==> config.mk <==
export PLATFORM = sky130hd
export DESIGN_NAME = agc_dc_blocker_flat
export DESIGN_NICKNAME = d
export VERILOG_FILES = /design/src/rtl/agc_pkg.sv /design/src/rtl/agc_dc_blocker_if.sv /design/src/rtl/agc_dc_blocker.sv /design/src/flat_wrapper.sv
export SDC_FILE = /design/constraint.sdc
export NUM_CORES = 1
export LEC_CHECK = 0
export ABC_AREA = 1
export BUFFER_PORTS_ARGS = -buffer_cell sky130_fd_sc_hd__buf_2
export CAP_MARGIN = 20
export CORE_ASPECT_RATIO = 1.25
export CORE_UTILIZATION = 40
export DETAILED_ROUTE_END_ITERATION = 8
export PLACE_DENSITY = 0.56
export SLEW_MARGIN = 20
export SYNTH_ARGS = -nofsm -noshare
export SYNTH_HDL_FRONTEND = slang
export SYNTH_SLANG_ARGS = --single-unit
==> constraint.sdc <==
create_clock -name clk -period 9.35 [get_ports clk]
set_input_delay 1.4025 -clock clk [delete_from_list [all_inputs] [get_ports clk]]
set_output_delay 1.4025 -clock clk [all_outputs]
set_load 0.03 [all_outputs]
==> src/rtl/agc_pkg.sv <==
// Shared AGC constants, DC-blocker state encoding and the one-bit-wider-to-sample clip helper.
package agc_pkg;

  localparam int DATA_W     = 8;
  localparam int FRAME_LOG2 = 10;

  typedef enum logic {
    WARMUP = 1'b0,
    RUN    = 1'b1
  } state_t;

  // Clip a DATA_W+1 signed value into DATA_W: overflow shows as the top two bits disagreeing.
  function automatic logic signed [DATA_W-1:0] sat_s9_to_s8(input logic signed [DATA_W:0] x);
    logic signed [DATA_W-1:0] r;
    if (x[DATA_W] != x[DATA_W-1]) begin
      r = x[DATA_W] ? {1'b1, {(DATA_W-1){1'b0}}} : {1'b0, {(DATA_W-1){1'b1}}};
    end else begin
      r = x[DATA_W-1:0];
    end
    return r;
  endfunction

endpackage

==> src/rtl/agc_dc_blocker_if.sv <==
// Sample stream into the DC blocker and corrected stream / debug taps out of it.
interface agc_dc_blocker_if;
  import agc_pkg::*;

  logic signed [DATA_W-1:0] In1;
  logic                     bypass;
  logic signed [DATA_W-1:0] Out;
  logic                     frame_start;
  logic signed [DATA_W-1:0] offset_dbg;

  modport master (
    output In1, bypass,
    input  Out, frame_start, offset_dbg
  );

  modport slave (
    input  In1, bypass,
    output Out, frame_start, offset_dbg
  );
endinterface

==> src/rtl/agc_dc_blocker.sv <==
// Per-frame DC offset estimator and subtractor ahead of the AGC peak detector.
// Mean is taken over 2^FRAME_LOG2 samples; the offset tracks it with a first-order smoother.
module agc_dc_blocker
  import agc_pkg::*;
#(
  parameter int ALPHA_SHIFT = 2
) (
  input  logic              clk,
  input  logic              reset_not,
  agc_dc_blocker_if.slave   io
);

  localparam int ACC_W = DATA_W + FRAME_LOG2;

  logic [FRAME_LOG2-1:0]    cnt_reg;
  logic signed [ACC_W-1:0]  acc_reg;
  logic signed [ACC_W-1:0]  in_ext;
  logic signed [ACC_W-1:0]  sum;
  logic signed [DATA_W-1:0] mean;
  logic signed [DATA_W-1:0] offset_reg;
  logic signed [DATA_W-1:0] offset_next;
  logic signed [DATA_W-1:0] offset_run;
  logic signed [DATA_W:0]   offset_ext;
  logic signed [DATA_W:0]   d;
  logic signed [DATA_W:0]   step;
  logic signed [DATA_W:0]   diff;
  logic signed [DATA_W-1:0] out_reg;
  logic                     frame_start_reg;
  logic                     frame_end;
  state_t                   state_reg;
  state_t                   state_next;

  assign frame_end  = &cnt_reg;
  assign in_ext     = {{FRAME_LOG2{io.In1[DATA_W-1]}}, io.In1};
  assign sum        = acc_reg + in_ext;
  // Upper DATA_W bits of the sum are exactly sum >>> FRAME_LOG2 (floor toward -inf).
  assign mean       = sum[FRAME_LOG2 +: DATA_W];
  assign offset_ext = {offset_reg[DATA_W-1], offset_reg};
  assign d          = {mean[DATA_W-1], mean} - offset_ext;
  assign step       = d >>> ALPHA_SHIFT;
  // The smoothed value always lies between offset and mean, so the clip never engages.
  assign offset_run = sat_s9_to_s8(offset_ext + step);
  assign diff       = {io.In1[DATA_W-1], io.In1} - offset_ext;

  always_comb begin
    state_next  = state_reg;
    offset_next = offset_reg;
    if (frame_end) begin
      case (state_reg)
        WARMUP: begin
          offset_next = mean;
          state_next  = RUN;
        end
        RUN: begin
          offset_next = offset_run;
          state_next  = RUN;
        end
        default: begin
          offset_next = mean;
          state_next  = RUN;
        end
      endcase
    end
  end

  always_ff @(posedge clk or negedge reset_not) begin
    if (!reset_not) begin
      cnt_reg         <= '0;
      acc_reg         <= '0;
      state_reg       <= WARMUP;
      offset_reg      <= '0;
      out_reg         <= '0;
      frame_start_reg <= 1'b0;
    end else begin
      cnt_reg         <= cnt_reg + 1'b1;
      acc_reg         <= frame_end ? '0 : sum;
      state_reg       <= state_next;
      offset_reg      <= offset_next;
      out_reg         <= io.bypass ? io.In1 : sat_s9_to_s8(diff);
      frame_start_reg <= (cnt_reg == '0);
    end
  end

  assign io.Out         = out_reg;
  assign io.frame_start = frame_start_reg;
  assign io.offset_dbg  = offset_reg;

endmodule

==> src/flat_wrapper.sv <==
// flat-port wrapper written by rule: the top's interface ports become plain ports
module agc_dc_blocker_flat import agc_pkg::*;
#(
  parameter int ALPHA_SHIFT = 2
)
  (clk, reset_not, io_In1, io_bypass, io_Out, io_frame_start, io_offset_dbg);
  agc_dc_blocker_if io_i ();
  input  logic clk;
  input  logic reset_not;
  input wire logic [$bits(io_i.In1)-1:0] io_In1;
  input wire logic [$bits(io_i.bypass)-1:0] io_bypass;
  output wire logic [$bits(io_i.Out)-1:0] io_Out;
  output wire logic [$bits(io_i.frame_start)-1:0] io_frame_start;
  output wire logic [$bits(io_i.offset_dbg)-1:0] io_offset_dbg;
  assign io_i.In1 = io_In1;
  assign io_i.bypass = io_bypass;
  assign io_Out = io_i.Out;
  assign io_frame_start = io_i.frame_start;
  assign io_offset_dbg = io_i.offset_dbg;
  agc_dc_blocker #(.ALPHA_SHIFT(ALPHA_SHIFT)) u_core (.clk(clk), .reset_not(reset_not), .io(io_i));
endmodule
==> results.yml <==
synthesis:
  synth_seq_cells: 46
  synth_area_leaders: "dfrtp_1 30%, ha_1 14%, nand2_1 13%"
  synth_edf_count: 0
  yosys.area.top_type: "dfrtp_1"
  synth_top_area_share_pct: 29.6
  yosysWarningCount: 0
  syn_area_per_cell_um2: 7.59
  postSynthNetCount: 571
  synth_seq_area_share_pct: 29.6
  synthFlopType: "dfrtp_1"
  syn_inst: 512
  async_flop_share_pct: 100
  syn-cell-area_um2: 3880
  ys_types: 40
critical_path:
  worstPathArrival_ps: 5570
  critPathMaxStageDelay_ps: 360
  worstPathMaxFanout: 7
  path_common_cell: "nand2_1"
  crit_slowest_cell: "ha_1"
  startpoint_type: "primary input"
  cp.required_ps: 9540
  end_kind: "flip-flop"
  critPathKind: "primary input to flip-flop"
timing:
  worst_slack_ps: 3960
  finalCritPeriodShare_pct: 57.6
  slew_headroom_pct: 59.7
  finClkSkew_ps: 5.63
  finalSetupTns_ps: 0
  finalCriticalPeriod_ps: 5390
  setup_violations: 0
  worst_slew_pin_slew_ps: 605
  grt_setup_unrepaired: "no"
  maxSlewViolCount: 0
  finalHoldViolCount: 0
  clock.fmax_mhz: 186
power_and_ir_drop:
  power_density_nw_per_um2: 354
  total_power_mw: 1.53
  irDropWorstVdd_uv: 137
  power_leakage_nw: 2.35
final_layout:
  num-nets-final: 602
  area_growth_syn_to_layout_pct: 11.0
  insertedDiodeCount: 0
  drive_gt1_share_pct: 14.2
  largest_register_ffs: 18
floorplanning:
  io_pins: 28
  rows: 39
  core_area_um2: 9270
  dieWidth_um: 90.1
  start_util_pct: 41.9
  die_h_um: 112
  die-area_um2: 10100
flow_run:
  max_cap_violations: 0
routing:
  vias: 3279
  routedWlPerCell_um: 13.7
  drt-total-wl_mm: 9.12
  drt_pass1_iterations: 4
  drtIter0Drc: 107
  viasPerCell: 4.92
  drc_errors: 0
  ant_nets: 0
clock_network:
  cts_root_buf: "clkbuf_16"
  clk_path_buf_depth: 2
  hold_buffers: 0
  cts_post_setup_buffers_inserted: 0
  cts-htree-levels: 2
  cts_buffers: 5
  clk_pin_slew_worst_paths_ps: 70
  cts_tree: "yes"
  clk_latency_ps: 300
  cts_sinks: 46
  cts-resized-gates: 0
global_routing:
  grt_usage_pct: 19.7
  gr-total-overflow: 0
  antenna_found_initial: 0
  grt_max_degree: 47
  grt_first_pass_wirelength_mm: 15.7
  first_global_vias: 3356
status:
  status: "completed"
placed_design:
  portBuffers: 27
  hpwl_mm: 7.30
  gp_congestion: 0.894
  pre_cts_ws_ps: 3700
worst_hold_path:
  hold_path.class: "flip-flop to flip-flop"
## final timing paths
check                                  start                      end  slack, ps  cells after the start
max                                io_In1[2]  u_core.io.offset_dbg[1]       3960                     30
min                        u_core.cnt_reg[0]        u_core.cnt_reg[0]        460                      1
max reg2reg                u_core.acc_reg[2]  u_core.io.offset_dbg[1]       4850                     29
max in group asynchronous          reset_not       u_core.acc_reg[14]       7740                      2
min in group asynchronous          reset_not         u_core.io.Out[1]       1200                      2
min reg2reg                u_core.cnt_reg[0]        u_core.cnt_reg[0]        460                      1
## critical path, delay by kind of cell
kind,cells,cell delay [ps]
buffers and inverters,3,240
AO/OA/AOI/OAI,9,1640
AND/OR/NAND/NOR,15,1260
adder cells (fa/ha/maj),3,1040
## cell usage in the layout, fill, tap and decap left out, types with 2 or more instances in the layout
cell type / count
nand2_1: 133
nor3_1: 8
o21ai_0: 11
a21oi_4: 3
a31oi_1: 2
inv_2: 5
inv_1: 70
nor4_1: 3
nand3_2: 4
ha_1: 45
nand2_2: 11
nand4_1: 4
o21ai_2: 4
o21bai_2: 2
buf_2: 27
nand3b_1: 2
o21a_1: 2
xnor2_1: 4
a21o_1: 2
nor2_1: 23
xor2_1: 19
o21ai_1: 3
nand3_1: 35
fa_1: 3
a21oi_1: 43
nor2_2: 2
o21bai_1: 6
nor2_4: 2
clkbuf_16: 5
xor2_2: 3
dfrtp_1: 46
## cell usage after synthesis (2+ instances only)
library cell,instances
xnor2_1,4
inv_1,70
nand3b_1,2
inv_2,5
ha_1,45
buf_2,2
a21o_1,2
nand3_1,35
nor2_1,23
nor2_4,2
a21oi_4,3
o21ai_2,4
nand3_2,4
o21bai_1,6
a21oi_1,43
nand2_2,11
o21a_1,2
o21ai_1,3
fa_1,3
a31oi_1,2
nand2_1,133
nor3_1,8
o21ai_0,11
xor2_1,19
nand4_1,4
dfrtp_1,46
nor2_2,2
nor4_1,3
xor2_2,3
o21bai_2,2
## logic make-up after synthesis
group | count (synthesis) | share of synthesized area [%]
flip-flops | 46 | 29.6
XOR/XNOR | 26 | 6.44
buffers and inverters | 79 | 7.80
adder cells (fa/ha/maj) | 48 | 16.0
AND/OR/NAND/NOR | 232 | 27.1
AO/OA/AOI/OAI | 81 | 13.0
## where the power goes
part / internal, mW / total [mW] / switching (mW)
clock network: 0.101 / 0.184 / 0.0832
logic: 0.400 / 1.08 / 0.684
registers: 0.245 / 0.259 / 0.0138
## routing by layer
layer,GRT usage [%],share of wire [%],up-vias
li1,-,-,1717
met1,23.0,45,1512
met2,35.9,51,40
met3,3.52,2.7,10
met4,6.99,2.1,0
met5,0,0,-
## final cells by class
type                            count  area (um2)
Fill cell                         990        4960
Multi-Input combinational cell    387        2430
Sequential cell                    46        1150
Inverter                           75         282
Tap cell                          123         154
Timing Repair Buffer               28         143
Clock buffer                        5         125
Clock inverter                      3        25.0
## stage by stage
step | cells | cell area (um2) | hold slack (ps) | utilization [%]
CTS | 667 | 4310 | 469 | 46.5
finish | 667 | 4310 | 464 | 46.5
floorplan | 512 | 3880 | 408 | -
global route | 667 | 4310 | 486 | 46.5
detailed placement | 659 | 4160 | 444 | 44.9
global placement | 659 | 4160 | 434 | 44.9
Power figures use the tool's default switching activity.
